==> src/rtl/piezo_pkg.sv <==
// Shared note codes, tone tables and FSM encoding for the piezo tone driver.
package piezo_pkg;

  localparam int unsigned NOTE_W    = 4;
  localparam int unsigned NUM_NOTES = 8;
  localparam int unsigned NOTE_IDXW = 3;

  // Note codes as delivered by the game controller; everything else is silence.
  typedef enum logic [NOTE_W-1:0] {
    NOTE_SILENT = 4'd0,
    NOTE_C4     = 4'd1,
    NOTE_D4     = 4'd2,
    NOTE_E4     = 4'd3,
    NOTE_F4     = 4'd4,
    NOTE_G4     = 4'd5,
    NOTE_A4     = 4'd6,
    NOTE_B4     = 4'd7,
    NOTE_C5     = 4'd8
  } note_code_t;

  // Scale frequencies in Hz, indexed by (code - NOTE_C4).
  localparam int unsigned NOTE_HZ [NUM_NOTES] = '{262, 294, 330, 349, 392, 440, 494, 523};

  typedef enum logic [1:0] {
    IDLE  = 2'd0,
    TONE  = 2'd1,
    ALERT = 2'd2,
    CLICK = 2'd3
  } state_t;

  // Clock cycles per half period of a square wave at f Hz (truncating).
  function automatic int unsigned half_period(int unsigned clk_hz, int unsigned f);
    return clk_hz / (2 * f);
  endfunction

  // Clock cycles in a duration of ms milliseconds; 64-bit product avoids overflow.
  function automatic int unsigned duration_cycles(int unsigned clk_hz, int unsigned ms);
    longint unsigned prod;
    prod = 64'(clk_hz) * 64'(ms);
    return 32'(prod / 64'd1000);
  endfunction

  function automatic int unsigned max_u(int unsigned a, int unsigned b);
    return (a > b) ? a : b;
  endfunction

  function automatic logic note_valid(logic [NOTE_W-1:0] code);
    return (code >= NOTE_C4) && (code <= NOTE_C5);
  endfunction

endpackage

==> src/rtl/piezo_tone_driver_square_wave_div.sv <==
// Programmable 50% duty square wave: toggles every half_per cycles, restartable.
module square_wave_div #(
  parameter int unsigned HW = 8
) (
  input  logic          clk,
  input  logic          reset,
  input  logic          run,
  input  logic          restart,
  input  logic [HW-1:0] half_per,
  output logic          wave
);

  logic [HW-1:0] cnt_q;

  // Half-period counter; a restart or idle period parks it at zero with the wave low.
  always_ff @(posedge clk) begin
    if (reset || restart || !run) begin
      cnt_q <= '0;
      wave  <= 1'b0;
    end else if (cnt_q >= half_per - 1'b1) begin
      cnt_q <= '0;
      wave  <= ~wave;
    end else begin
      cnt_q <= cnt_q + 1'b1;
    end
  end

endmodule

==> src/rtl/piezo_tone_driver.sv <==
// Piezo buzzer driver: scale tones, miss alert and change click as a square wave.
module piezo_tone_driver
  import piezo_pkg::*;
#(
  parameter int unsigned CLK_HZ   = 50_000_000,
  parameter int unsigned ALERT_HZ = 200,
  parameter int unsigned ALERT_MS = 300,
  parameter int unsigned CLICK_HZ = 1000,
  parameter int unsigned CLICK_MS = 50
) (
  input  logic              clk,
  input  logic              reset,
  input  logic [NOTE_W-1:0] note_in,
  input  logic              miss_in,
  input  logic              change_in,
  input  logic              mute_in,
  output logic              piezo_out,
  output logic              busy_out
);

  localparam int unsigned H_ALERT = half_period(CLK_HZ, ALERT_HZ);
  localparam int unsigned H_CLICK = half_period(CLK_HZ, CLICK_HZ);
  localparam int unsigned H_LOW   = half_period(CLK_HZ, NOTE_HZ[0]);
  localparam int unsigned H_HIGH  = half_period(CLK_HZ, NOTE_HZ[NUM_NOTES-1]);
  localparam int unsigned H_MAX   = max_u(max_u(H_LOW, H_ALERT), H_CLICK);
  localparam int unsigned HW      = (H_MAX > 1) ? $clog2(H_MAX) : 1;
  localparam int unsigned D_ALERT = duration_cycles(CLK_HZ, ALERT_MS);
  localparam int unsigned D_CLICK = duration_cycles(CLK_HZ, CLICK_MS);
  localparam int unsigned D_MAX   = max_u(D_ALERT, D_CLICK);
  localparam int unsigned DW      = (D_MAX > 1) ? $clog2(D_MAX) : 1;

  // Reject parameter sets whose tones cannot be produced at this clock.
  if (H_HIGH < 1 || H_ALERT < 1 || H_CLICK < 1 || D_ALERT < 1 || D_CLICK < 1) begin : g_bad_params
    $error("piezo_tone_driver: tone half period or duration below one clock");
  end

  state_t            state_q, state_d;
  logic [NOTE_W-1:0] note_q;
  logic              miss_q, miss_prev_q, change_q, change_prev_q;
  logic [DW-1:0]     dur_q, dur_d, dur_last_c;
  logic              busy_q;
  logic              restart_c, miss_edge_c, change_edge_c, run_c, wave;
  logic [HW-1:0]     hp_c;
  logic [HW-1:0]     note_hp_tbl [NUM_NOTES];
  logic [NOTE_IDXW-1:0] note_idx_c;

  // Per-note half periods fixed at elaboration.
  for (genvar i = 0; i < NUM_NOTES; i++) begin : g_note_hp
    assign note_hp_tbl[i] = HW'(half_period(CLK_HZ, NOTE_HZ[i]));
  end

  assign miss_edge_c   = miss_q & ~miss_prev_q;
  assign change_edge_c = change_q & ~change_prev_q;
  assign note_idx_c    = NOTE_IDXW'(note_q - NOTE_W'(NOTE_C4));
  assign dur_last_c    = (state_q == ALERT) ? DW'(D_ALERT - 1) : DW'(D_CLICK - 1);
  assign run_c         = (state_q != IDLE);

  // Input registers and edge-detect history.
  always_ff @(posedge clk) begin
    if (reset) begin
      note_q        <= NOTE_SILENT;
      miss_q        <= 1'b0;
      miss_prev_q   <= 1'b0;
      change_q      <= 1'b0;
      change_prev_q <= 1'b0;
    end else begin
      note_q        <= note_in;
      miss_q        <= miss_in;
      miss_prev_q   <= miss_q;
      change_q      <= change_in;
      change_prev_q <= change_q;
    end
  end

  // State, duration counter and busy flag registers.
  always_ff @(posedge clk) begin
    if (reset) begin
      state_q <= IDLE;
      dur_q   <= '0;
      busy_q  <= 1'b0;
    end else begin
      state_q <= state_d;
      dur_q   <= dur_d;
      busy_q  <= (state_d == ALERT) || (state_d == CLICK);
    end
  end

  // Next state: miss beats change beats note; a note change detected as note_q loads.
  always_comb begin
    state_d   = state_q;
    restart_c = 1'b0;
    dur_d     = '0;
    if (miss_edge_c) begin
      state_d   = ALERT;
      restart_c = 1'b1;
    end else if (change_edge_c && (state_q != ALERT)) begin
      state_d   = CLICK;
      restart_c = 1'b1;
    end else begin
      case (state_q)
        IDLE, TONE: begin
          if (note_in != note_q) begin
            restart_c = 1'b1;
            state_d   = note_valid(note_in) ? TONE : IDLE;
          end
        end
        ALERT, CLICK: begin
          // Return decision uses the note value note_q holds from this edge on.
          if (dur_q == dur_last_c) begin
            restart_c = 1'b1;
            state_d   = note_valid(note_in) ? TONE : IDLE;
          end else begin
            dur_d = dur_q + 1'b1;
          end
        end
        default: state_d = IDLE;
      endcase
    end
  end

  // Half period selected by the current state.
  always_comb begin
    hp_c = note_hp_tbl[note_idx_c];
    case (state_q)
      ALERT:   hp_c = HW'(H_ALERT);
      CLICK:   hp_c = HW'(H_CLICK);
      default: hp_c = note_hp_tbl[note_idx_c];
    endcase
  end

  square_wave_div #(.HW(HW)) u_div (
    .clk      (clk),
    .reset    (reset),
    .run      (run_c),
    .restart  (restart_c),
    .half_per (hp_c),
    .wave     (wave)
  );

  // Mute only gates the pin; the divider phase is preserved underneath.
  assign piezo_out = wave & ~mute_in;
  assign busy_out  = busy_q;

endmodule

==> config.mk <==
export PLATFORM = sky130hd
export DESIGN_NAME = piezo_tone_driver
export DESIGN_NICKNAME = d
export VERILOG_FILES = /design/src/rtl/piezo_pkg.sv /design/src/rtl/piezo_tone_driver_square_wave_div.sv /design/src/rtl/piezo_tone_driver.sv
export SDC_FILE = /design/constraint.sdc
export NUM_CORES = 1
export LEC_CHECK = 0
export BUFFER_PORTS_ARGS = -buffer_cell sky130_fd_sc_hd__buf_2
export CAP_MARGIN = 20
export CORE_MARGIN = 2
export CORE_UTILIZATION = 50
export CTS_CLUSTER_DIAMETER = 60
export DETAILED_ROUTE_END_ITERATION = 8
export GPL_ROUTABILITY_DRIVEN = 0
export PLACE_DENSITY = 0.7
export SETUP_SLACK_MARGIN = 0.02
export SLEW_MARGIN = 5
export SYNTH_ARGS = -nofsm -noshare
export SYNTH_HDL_FRONTEND = slang
export SYNTH_SLANG_ARGS = --single-unit
==> constraint.sdc <==
create_clock -name clk -period 3.5 [get_ports clk]
set_clock_uncertainty 0.05 [all_clocks]
set_input_delay 0.35 -clock clk [delete_from_list [all_inputs] [get_ports clk]]
set_output_delay 0.35 -clock clk [all_outputs]
set_load 0.05 [all_outputs]
==> impl_metrics.env <==
export IMPL_yosys_area_top_type="dfxtp_1"
export IMPL_holdPathEnd="change_q"
export IMPL_relSlewSlack_pct=70.77
export IMPL_synth_fp_nets=390
export IMPL_diodes=0
export IMPL_finalCriticalPeriod_ps=3388
export IMPL_finalNetCount=421
export IMPL_ys_warn_count=0
export IMPL_finalCritPeriodShare_pct=96.79
export IMPL_synthTopCellsByCount="nor2_1, dfxtp_1, xnor2_1"
export IMPL_post_synth_cell_area_avg_sq_um=8.603
export IMPL_synth_edf_count=0
export IMPL_vias=2461
export IMPL_synth_area_leaders="dfxtp_1, ha_1, xnor2_1"
export IMPL_power_leakage_nw=1.334
export IMPL_syn_to_final_growth_pct=15.78
export IMPL_wl_per_cell_um=13.61
export IMPL_wl_met2_um=3027
export IMPL_dr_max_layer_used="met4"
export IMPL_rrSetupSlack_ps=110
export IMPL_clk_latency_ps=310
export IMPL_startpoint="note_q[1]"
export IMPL_setup_violations=0
export IMPL_wl_met1_um=3020
export IMPL_ys_seq_area_share_pct=34.84
export IMPL_wirelength_um=6274
export IMPL_grt_first_pass_wirelength_um=9597
export IMPL_path_max_fanout=5
export IMPL_port_buffers=10
export IMPL_hold_viol=0
export IMPL_power_density_nw_per_um2=363.8
export IMPL_cp_required_ps=3700
export IMPL_root_buffer="clkbuf_8"
export IMPL_die_h_um=82.05
export IMPL_drive_gt1_share_pct=17.36
export IMPL_critPathMaxStageDelay_ps=410
export IMPL_ant_nets=0
export IMPL_synthCells=354
export IMPL_final_cells=461
export IMPL_worstReg2RegEnd="u_div.cnt_q[12]"
export IMPL_slew_violations=0
export IMPL_worst_path_buf_inv=2
export IMPL_outcome="complete, no violations"
export IMPL_antenna_found_initial=0
export IMPL_drc_errors=0
export IMPL_ys_async_sr_fraction_pct=0
export IMPL_finalPower_mw=1.283
export IMPL_viasPerCell=5.338
export IMPL_fmax_mhz=295.2
export IMPL_ys_flop_type="dfxtp_1"
export IMPL_track_usage_pct=18.39
export IMPL_synth_top_area_share_pct=34.84
export IMPL_crit_type="flip-flop to flip-flop"
export IMPL_drtIter0Drc=138
export IMPL_synth_area_sq_um=3045
export IMPL_peakVddDrop_v=0.0002079
export IMPL_worstMarginPinSlew_ps=435.1
export IMPL_yosys_register_bits=53
export IMPL_start_util_pct=51.44
export IMPL_min_path_cells=2
export IMPL_placementRows=28
export IMPL_io_pins=11
export IMPL_critical_path_top_delay_family="compound AO/OA/AOI/OAI gates"
export IMPL_die_area_sq_um=6731
export IMPL_die_width_um=82.05
export IMPL_grt_setup_unrepaired="yes"
export IMPL_gr_total_overflow=0
export IMPL_dp_cells=446
export IMPL_min_from="change_in"
export IMPL_cts_sinks=53
export IMPL_min_path_type="input pin to flip-flop"
export IMPL_cap_violations=0
export IMPL_htree_levels=2
export IMPL_dr_pass1_iters=4
export IMPL_wl_met3_um=165
export IMPL_cp_slowest_cell="a211o_4"
export IMPL_cp_end_kind="flip-flop"
export IMPL_coreArea_sq_um=5921
export IMPL_synth_cell_type_count=41
export IMPL_worstPathArrival_ps=3580
export IMPL_hpwlAfterDp_um=4362
export IMPL_crit_chain="inv_4, ha_4, xnor2_4, buf_4, nand2_1, a21oi_1, and3b_1, nand4_1, o21ai_2, ha_1, and4_1, nor3b_1, o2111ai_1, o211ai_1, a211o_4, nor2_2"
export IMPL_post_synth_top_count_cell="nor2_1"
export IMPL_cts_buffer_depth=2
export IMPL_timing_rr_start="note_q[1]"
export IMPL_cts_tree="built"
export IMPL_first_global_vias=2175
export IMPL_grt_max_degree=25
export IMPL_clk_pin_slew_ps=90
export IMPL_startpoint_type="flip-flop"
export IMPL_cts_buffers_inserted=5
export IMPL_worstRegToRegCells=16
## metal layers
layer	vias up	track usage, %
met5	-	0
li1	1274	-
met3	4	4.945
met1	1157	22.83
met2	26	31.14
met4	0	5.333
## metrics by stage
stage | setup WS (ps) | instance area (sq um) | TNS, ps | hold slack (ps) | utilization, %
4_1_cts | 22.65 | 3395 | 0 | 200.9 | 57.33
6_report | 112.4 | 3526 | 0 | 206.9 | 59.55
3_5_place_dp | 20.02 | 3253 | 0 | 397.6 | 54.95
2_1_floorplan | 48.01 | 3064 | 0 | 379.8 | -
3_3_place_gp | 145.4 | 3253 | 0 | 396.1 | 54.95
5_1_grt | -60.88 | 3526 | -631.2 | 205.6 | 59.55
## registers in the layout, summed over array words and instances (netlist names)
signal / cells
change_prev_q: 1
note_q: 4
miss_q: 1
busy_out: 1
state_q: 2
u_div.wave: 1
change_q: 1
miss_prev_q: 1
u_div.cnt_q: 17
dur_q: 24
## report_power, final
part	leakage [nW]	internal [mW]	switching, mW	total, mW
registers	0.430	0.612	0.00927	0.622
logic	0.850	0.111	0.129	0.241
clock network	0.0543	0.214	0.207	0.421
## what timing repair did
action / 4_1_cts / 5_1_grt
pin swaps: 0 / 21
gates cloned: 0 / 2
gates resized for setup: 3 / 21
hold buffers: 0 / 0
setup buffers: 0 / 5
setup endpoints to repair: 17 / 18
## worst max-delay path by stage
stage | to | slack, ps | depth (start not counted)
finish | u_div.cnt_q[12] | 110 | 16
global route | u_div.cnt_q[5] | -60 | 16
CTS | u_div.cnt_q[12] | 20 | 18
detailed placement | u_div.cnt_q[13] | 20 | 15
global placement | u_div.cnt_q[5] | 150 | 15
floorplan | u_div.cnt_q[10] | 50 | 18
## layout by cell type, fill, tap and decap left out, drive strengths merged, types with 2 or more instances in the layout
| cell | count |
|---|---|
| nor2 | 57 |
| dfxtp | 53 |
| xnor2 | 31 |
| buf | 31 |
| ha | 27 |
| nand2 | 25 |
| xor2 | 21 |
| a21oi | 20 |
| nand3 | 15 |
| inv | 12 |
| nor2b | 11 |
| and3 | 11 |
| nand4 | 10 |
| nor3 | 7 |
| o21ai | 7 |
| clkbuf | 5 |
| and2 | 4 |
| a211o | 4 |
| a21o | 3 |
| o211ai | 3 |
| and4 | 3 |
| nand2b | 2 |
| or4 | 2 |
| nor4bb | 2 |
| or3b | 2 |
| nor3b | 2 |
| a31oi | 2 |
## logic make-up (layout without fill, tap and decap cells)
group	Yosys count	in the layout	synth area share (%)
multiplexers	2	2	0.8216
AO/OA/AOI/OAI	41	43	8.382
buffers and inverters	21	51	3.944
AND/OR/NAND/NOR	158	158	25.97
XOR/XNOR	52	52	14.95
adder cells (fa/ha/maj)	27	27	11.09
flip-flops	53	53	34.84
## area by class of cell
class                      instances  area (sq um)
tap                               75         93.84
sequential                        53          1064
timing repair buffer              31         215.2
inverter                          12         47.55
multi-input combinational        282          1991
fill                             517          2395
clock buffer                       5         68.82
clock inverter                     3         46.29
No activity file was read; power rests on OpenSTA's default activity.
